File: src/rtl/ds_pkg.sv
// Shared defaults and derived widths for the 2x2 box-filter decimator.
package ds_pkg;

    localparam int DEF_IMG_W = 200;
    localparam int DEF_IMG_H = 200;
    localparam int DEF_DW    = 8;

    localparam int COL_W     = $clog2(DEF_IMG_W);
    localparam int ROW_W     = $clog2(DEF_IMG_H);
    localparam int BUF_DEPTH = DEF_IMG_W / 2;
    localparam int SUM_W     = DEF_DW + 2;

    typedef logic [DEF_DW-1:0] pix_t;

endpackage

File: src/rtl/ds_if.sv
// Pixel stream bundle: input stream, output stream and frame marker.
interface ds_if
    import ds_pkg::*;
#(
    parameter int DW = DEF_DW
);

    logic          in_valid;
    logic          in_ready;
    logic [DW-1:0] in_data;
    logic          out_valid;
    logic          out_ready;
    logic [DW-1:0] out_data;
    logic          frame_done;

    modport master (
        output in_valid, in_data, out_ready,
        input  in_ready, out_valid, out_data, frame_done
    );

    modport slave (
        input  in_valid, in_data, out_ready,
        output in_ready, out_valid, out_data, frame_done
    );

endinterface

File: src/rtl/ds_line_buf.sv
// Half-width line buffer holding horizontal pair sums of the even row.
module ds_line_buf
    import ds_pkg::*;
#(
    parameter int DEPTH = BUF_DEPTH,
    parameter int WIDTH = DEF_DW + 1,
    parameter int AW    = $clog2(BUF_DEPTH)
) (
    input  logic             clk,
    input  logic             we,
    input  logic [AW-1:0]    waddr,
    input  logic [WIDTH-1:0] wdata,
    input  logic [AW-1:0]    raddr,
    output logic [WIDTH-1:0] rdata
);

    logic [WIDTH-1:0] mem_q [DEPTH];

    // No reset: every entry is written on an even row before use.
    always_ff @(posedge clk) begin
        if (we) begin
            mem_q[waddr] <= wdata;
        end
    end

    assign rdata = mem_q[raddr];

endmodule

File: src/rtl/downsample_2x2.sv
// Streaming 2x2 box-filter decimator with single-entry output register.
module downsample_2x2
    import ds_pkg::*;
#(
    parameter int IMG_W = DEF_IMG_W,
    parameter int IMG_H = DEF_IMG_H,
    parameter int DW    = DEF_DW
) (
    input  logic clk,
    input  logic rst_n,
    ds_if.slave  bus
);

    localparam int CW    = $clog2(IMG_W);
    localparam int RW    = $clog2(IMG_H);
    localparam int DEPTH = IMG_W / 2;
    localparam int KW    = (DEPTH > 1) ? $clog2(DEPTH) : 1;
    localparam int SW    = DW + 2;

    generate
        if ((IMG_W % 2) != 0 || (IMG_H % 2) != 0) begin : g_bad_dims
            $error("downsample_2x2: IMG_W and IMG_H must be even");
        end
    endgenerate

    logic [CW-1:0] col_q, col_d;
    logic [RW-1:0] row_q, row_d;
    logic [DW-1:0] pair_q, pair_d;
    logic [DW-1:0] out_data_q, out_data_d;
    logic          out_valid_q, out_valid_d;
    logic          frame_done_q, frame_done_d;

    logic          accept;
    logic          col_last;
    logic          row_last;
    logic [DW:0]   pair_sum;
    logic [DW:0]   buf_rd;
    logic [SW-1:0] total;
    logic [SW-1:0] rounded;
    logic [KW-1:0] k;
    logic          buf_we;

    assign bus.in_ready = ~out_valid_q | bus.out_ready;

    assign accept   = bus.in_valid & bus.in_ready;
    assign col_last = (col_q == CW'(IMG_W - 1));
    assign row_last = (row_q == RW'(IMG_H - 1));
    assign pair_sum = {1'b0, pair_q} + {1'b0, bus.in_data};
    assign k        = KW'(col_q >> 1);
    assign buf_we   = accept & col_q[0] & ~row_q[0];
    assign total    = {1'b0, buf_rd} + {1'b0, pair_sum};
    assign rounded  = total + SW'(2);

    ds_line_buf #(
        .DEPTH (DEPTH),
        .WIDTH (DW + 1),
        .AW    (KW)
    ) u_line_buf (
        .clk   (clk),
        .we    (buf_we),
        .waddr (k),
        .wdata (pair_sum),
        .raddr (k),
        .rdata (buf_rd)
    );

    always_comb begin
        col_d        = col_q;
        row_d        = row_q;
        pair_d       = pair_q;
        out_data_d   = out_data_q;
        out_valid_d  = out_valid_q & ~bus.out_ready;
        frame_done_d = 1'b0;
        if (accept) begin
            // Odd row, odd col completes a block and overwrites any
            // output consumed on this same edge.
            unique case (1'b1)
                ~col_q[0]: begin
                    pair_d = bus.in_data;
                end
                col_q[0] & row_q[0]: begin
                    out_valid_d  = 1'b1;
                    out_data_d   = DW'(rounded >> 2);
                    frame_done_d = col_last & row_last;
                end
                default: begin
                end
            endcase
            if (col_last) begin
                col_d = '0;
                row_d = row_last ? '0 : row_q + 1'b1;
            end else begin
                col_d = col_q + 1'b1;
            end
        end
    end

    always_ff @(posedge clk or negedge rst_n) begin
        if (!rst_n) begin
            col_q        <= '0;
            row_q        <= '0;
            pair_q       <= '0;
            out_data_q   <= '0;
            out_valid_q  <= 1'b0;
            frame_done_q <= 1'b0;
        end else begin
            col_q        <= col_d;
            row_q        <= row_d;
            pair_q       <= pair_d;
            out_data_q   <= out_data_d;
            out_valid_q  <= out_valid_d;
            frame_done_q <= frame_done_d;
        end
    end

    assign bus.out_valid  = out_valid_q;
    assign bus.out_data   = out_data_q;
    assign bus.frame_done = frame_done_q;

endmodule

File: src/flat_wrapper.sv
// flat-port wrapper written by rule: the top's interface ports become plain ports
module downsample_2x2_flat import ds_pkg::*;
#(
    parameter int IMG_W = DEF_IMG_W,
    parameter int IMG_H = DEF_IMG_H,
    parameter int DW    = DEF_DW
)
  (clk, rst_n, bus_in_valid, bus_in_data, bus_out_ready, bus_in_ready, bus_out_valid, bus_out_data, bus_frame_done);
  ds_if #(.DW(DW)) bus_i ();
  input  logic clk;
  input  logic rst_n;
  input wire logic [$bits(bus_i.in_valid)-1:0] bus_in_valid;
  input wire logic [$bits(bus_i.in_data)-1:0] bus_in_data;
  input wire logic [$bits(bus_i.out_ready)-1:0] bus_out_ready;
  output wire logic [$bits(bus_i.in_ready)-1:0] bus_in_ready;
  output wire logic [$bits(bus_i.out_valid)-1:0] bus_out_valid;
  output wire logic [$bits(bus_i.out_data)-1:0] bus_out_data;
  output wire logic [$bits(bus_i.frame_done)-1:0] bus_frame_done;
  assign bus_i.in_valid = bus_in_valid;
  assign bus_i.in_data = bus_in_data;
  assign bus_i.out_ready = bus_out_ready;
  assign bus_in_ready = bus_i.in_ready;
  assign bus_out_valid = bus_i.out_valid;
  assign bus_out_data = bus_i.out_data;
  assign bus_frame_done = bus_i.frame_done;
  downsample_2x2 #(.IMG_W(IMG_W), .IMG_H(IMG_H), .DW(DW)) u_core (.clk(clk), .rst_n(rst_n), .bus(bus_i));
endmodule
File: config.mk
export PLATFORM = sky130hd
export DESIGN_NAME = downsample_2x2_flat
export DESIGN_NICKNAME = d
export VERILOG_FILES = /design/src/rtl/ds_pkg.sv /design/src/rtl/ds_if.sv /design/src/rtl/ds_line_buf.sv /design/src/rtl/downsample_2x2.sv /design/src/flat_wrapper.sv
export SDC_FILE = /design/constraint.sdc
export NUM_CORES = 1
export LEC_CHECK = 0
export ABC_CLOCK_PERIOD_IN_PS = 6200
export CAP_MARGIN = 20
export CORE_MARGIN = 2
export CORE_UTILIZATION = 40
export CTS_BUF_LIST = sky130_fd_sc_hd__clkbuf_8
export CTS_CLUSTER_DIAMETER = 120
export DETAILED_ROUTE_END_ITERATION = 16
export SLEW_MARGIN = 15
export SYNTH_ARGS = -nofsm -noshare
export SYNTH_HDL_FRONTEND = slang
export SYNTH_SLANG_ARGS = --single-unit
File: constraint.sdc
create_clock -name clk -period 6.2 [get_ports clk]
set_clock_uncertainty 0.2 [all_clocks]
set_input_delay 1.24 -clock clk [delete_from_list [all_inputs] [get_ports clk]]
set_output_delay 1.24 -clock clk [all_outputs]
set_load 0.02 [all_outputs]
==> flow_summary.json <==
{
  "status": "completed",
  "grt_overflow": 0,
  "path_cells": "buf_4, nor2_4, a22oi_1, a31oi_1, a21oi_1, nor2_1, nor4_1, and4_1, ha_1, nor2b_1, o21ai_0, a311oi_2, o41ai_2, fa_1, nor2b_1, o21ai_0, a21boi_0, o21ai_0, a21boi_0, o21ai_0, nor3b_1, o31ai_1",
  "path_max_fanout": 22,
  "synth_edf_count": 900,
  "cts_setup_buffers": 0,
  "drv_slew": 0,
  "fmax_mhz": 167,
  "syn_nets": 2067,
  "reg2reg_slack_ns": 0.22,
  "cts-htree-levels": 4,
  "power.total_mw": 19.0,
  "coreArea_mm2": 0.0882,
  "reg2reg_depth": 22,
  "dp_hpwl_mm": 59.2,
  "crit_top_cell": "o21ai_0",
  "grt_use_total": 0.216,
  "final_core_util": 0.468,
  "synth_area_leader_cell": "edfxtp_1",
  "rsz0062_at_grt": "no",
  "swShare": 0.350,
  "drive_gt1_frac": 0.190,
  "synth_top_area_frac": 0.759,
  "hold_ws_ns": 0.281,
  "critical_path.slowest_cell": "dfrtp_2",
  "dp_slack_ns": 0.194,
  "cp-endpoint": "u_core.bus.out_data[7]",
  "required_ns": 6.72,
  "p_seq_frac": 0.423,
  "endpoint_kind": "register",
  "yosys_register_bits": 934,
  "nFillCells": 7421,
  "synth_warnings": 0,
  "wirelength_mm": 97.8,
  "die-area_mm2": 0.0914,
  "fin_crit_ns": 5.98,
  "min_from": "u_core.bus.out_data[0]",
  "wire_per_inst_um": 27.6,
  "design_area_mm2": 0.0413,
  "p_comb_frac": 0.309,
  "die_w_um": 302,
  "clock_latency_ns": 0.83,
  "arrival_ns": 6.50,
  "min_path_type": "register to register",
  "antenna_found_initial": 3,
  "clock-sinks": 934,
  "ys_top_cells_by_area": "edfxtp_1 76%, a22oi_1 6.1%, dfrtp_1 2.4%, mux4_2 1.8%, nor2_1 1.4%",
  "first_pass_iters": 5,
  "slew_headroom": 0.242,
  "cap_violations": 0,
  "synth_common_cells": "900 x edfxtp_1, 287 x a22oi_1, 130 x nor2_1, 58 x buf_2, 55 x nand2_1",
  "power_density_mw_per_mm2": 459,
  "setup_viol": 0,
  "vdd_drop_max_v": 0.000285,
  "final_cells": 3548,
  "rows": 109,
  "synth_area_mm2": 0.0356,
  "p_switching_mw": 6.64,
  "drc": 0,
  "setup.worst_path.start": "u_core.col_q[2]",
  "port_buffers": 22,
  "r2r-start": "u_core.col_q[2]",
  "hold_buffers": 0,
  "setup_tns_ns": 0,
  "period_share": 0.965,
  "clockRootBuffer": "clkbuf_8",
  "crit_path_start_kind": "register",
  "tightest_slew_ns": 1.14,
  "leakagePower_nw": 13.3,
  "vias": 20928,
  "place_congestion": 0.898,
  "io_pins": 23,
  "synth_most_common_cell": "edfxtp_1",
  "clkTransAtPathRegs_ns": 0.06,
  "critPathMaxStageDelay_ns": 0.72,
  "netlist_instances": 2028,
  "area_delta_synth_final_pct": 16.0,
  "post_dp_cell_area_mm2": 0.0383,
  "dp.cells": 3271,
  "cts_tree": "done",
  "synthDistinctLibCells": 66,
  "grt_max_degree": 101,
  "cts_buffers": 149,
  "crit_type": "register to register",
  "synth_area_per_cell_um2": 17.6,
  "worst_slack_ns": 0.218,
  "final-hold-violation-count": 0,
  "nets": 2300,
  "min_path_cells": 2,
  "ctsResizeCount": 0,
  "first_global_vias": 20741,
  "ys_async_sr_fraction": 0.0364,
  "start_util": 0.403,
  "pwr-share-clk": 0.269,
  "drt_iter0_markers": 2990,
  "grt_pass1_wl_mm": 144,
  "viasPerCell": 5.90,
  "r2r_end": "u_core.bus.out_data[7]",
  "synth_top_flop_cell": "edfxtp_1",
  "p_int_mw": 12.3,
  "ant_nets": 0,
  "cts_buffer_depth": 3,
  "dieHeight_um": 302,
  "seq_area_frac_synth": 0.783
}
-- placed cells by master, fill, tap and decap left out, drive strengths merged, types with 4 or more instances in the layout --
cell / count
edfxtp: 900
a22oi: 287
buf: 195
clkbuf: 150
nor2: 130
inv: 64
clkinv: 58
nand2: 55
a221oi: 52
a22o: 51
nand4: 49
a31oi: 39
dfrtp: 34
mux4: 32
o21ai: 28
ha: 25
clkdlybuf4s50: 21
a21oi: 20
nand3: 19
a41oi: 18
mux2i: 13
mux2: 12
nor2b: 11
nor3: 11
xnor2: 11
nor4: 9
o211ai: 8
bufinv: 7
nor3b: 7
o31ai: 6
clkinvlp: 6
xor2: 5
a21boi: 4
and3: 4
-- worst max-delay path: cells and delay by family, from the launching register on --
family          cells  cell delay [ns]
fa+ha+maj           2             0.75
compound gates     12             2.35
flops               1             0.72
simple gates        7             1.54
buf+inv             1             0.30
-- layout make-up --
class	count	area [µm²]	share of cell area
inverter	14	52.6	0.00127
multi-input combinational	946	7190	0.174
clock inverter	121	806	0.0195
timing repair buffer	216	1840	0.0447
clock buffer	150	2060	0.0500
tap	1165	1460	0.0353
sequential	934	27900	0.675
antenna	2	5.00	0.000121
-- per-layer routing --
layer,up-vias,wire length [µm],global-route usage
met5,-,26,0
met1,10767,41100,0.307
met3,181,8170,0.0420
met2,1084,45900,0.335
li1,8892,-,-
met4,4,2530,0.0690
-- cell families (layout without fill, tap and decap cells) --
kind of cell / Yosys count / after routing / share of synthesized area
compound gates: 534 / 534 / 0.113
xor+xnor: 16 / 16 / 0.00394
fa+ha+maj: 27 / 27 / 0.00991
buf+inv: 148 / 501 / 0.0200
flops: 934 / 934 / 0.783
mux: 57 / 57 / 0.0280
other cells: 0 / 2 / 0
simple gates: 312 / 312 / 0.0420
-- worst min path at each step --
stage	endpoint	slack (ns)
after global routing	u_core.bus.out_data[2]	0.32
final	u_core.bus.out_data[0]	0.28
after CTS	u_core.bus.out_data[0]	0.28
after global placement	u_core.bus.out_data[0]	0.27
after detailed placement	u_core.bus.out_data[0]	0.27
after floorplan	u_core.row_q[2]	0.26
-- registers in the layout, indices dropped and copies added, names as in the netlist --
name,cells
u_core.bus.frame_done,1
u_core.bus.out_data,8
u_core.bus.out_valid,1
u_core.col_q,8
u_core.pair_q,8
u_core.row_q,8
u_core.u_line_buf.mem_q,900
-- power groups by stage --
stage	clock (mW)	combinational [mW]	sequential (mW)
finish	5.09	5.86	8.01
global placement	0	5.60	8.15
floorplan	0	3.31	8.13
CTS	5.17	5.71	8.03
detailed placement	0	5.69	8.16
global route	5.45	6.24	8.02
(Power assumes the default switching activity.)
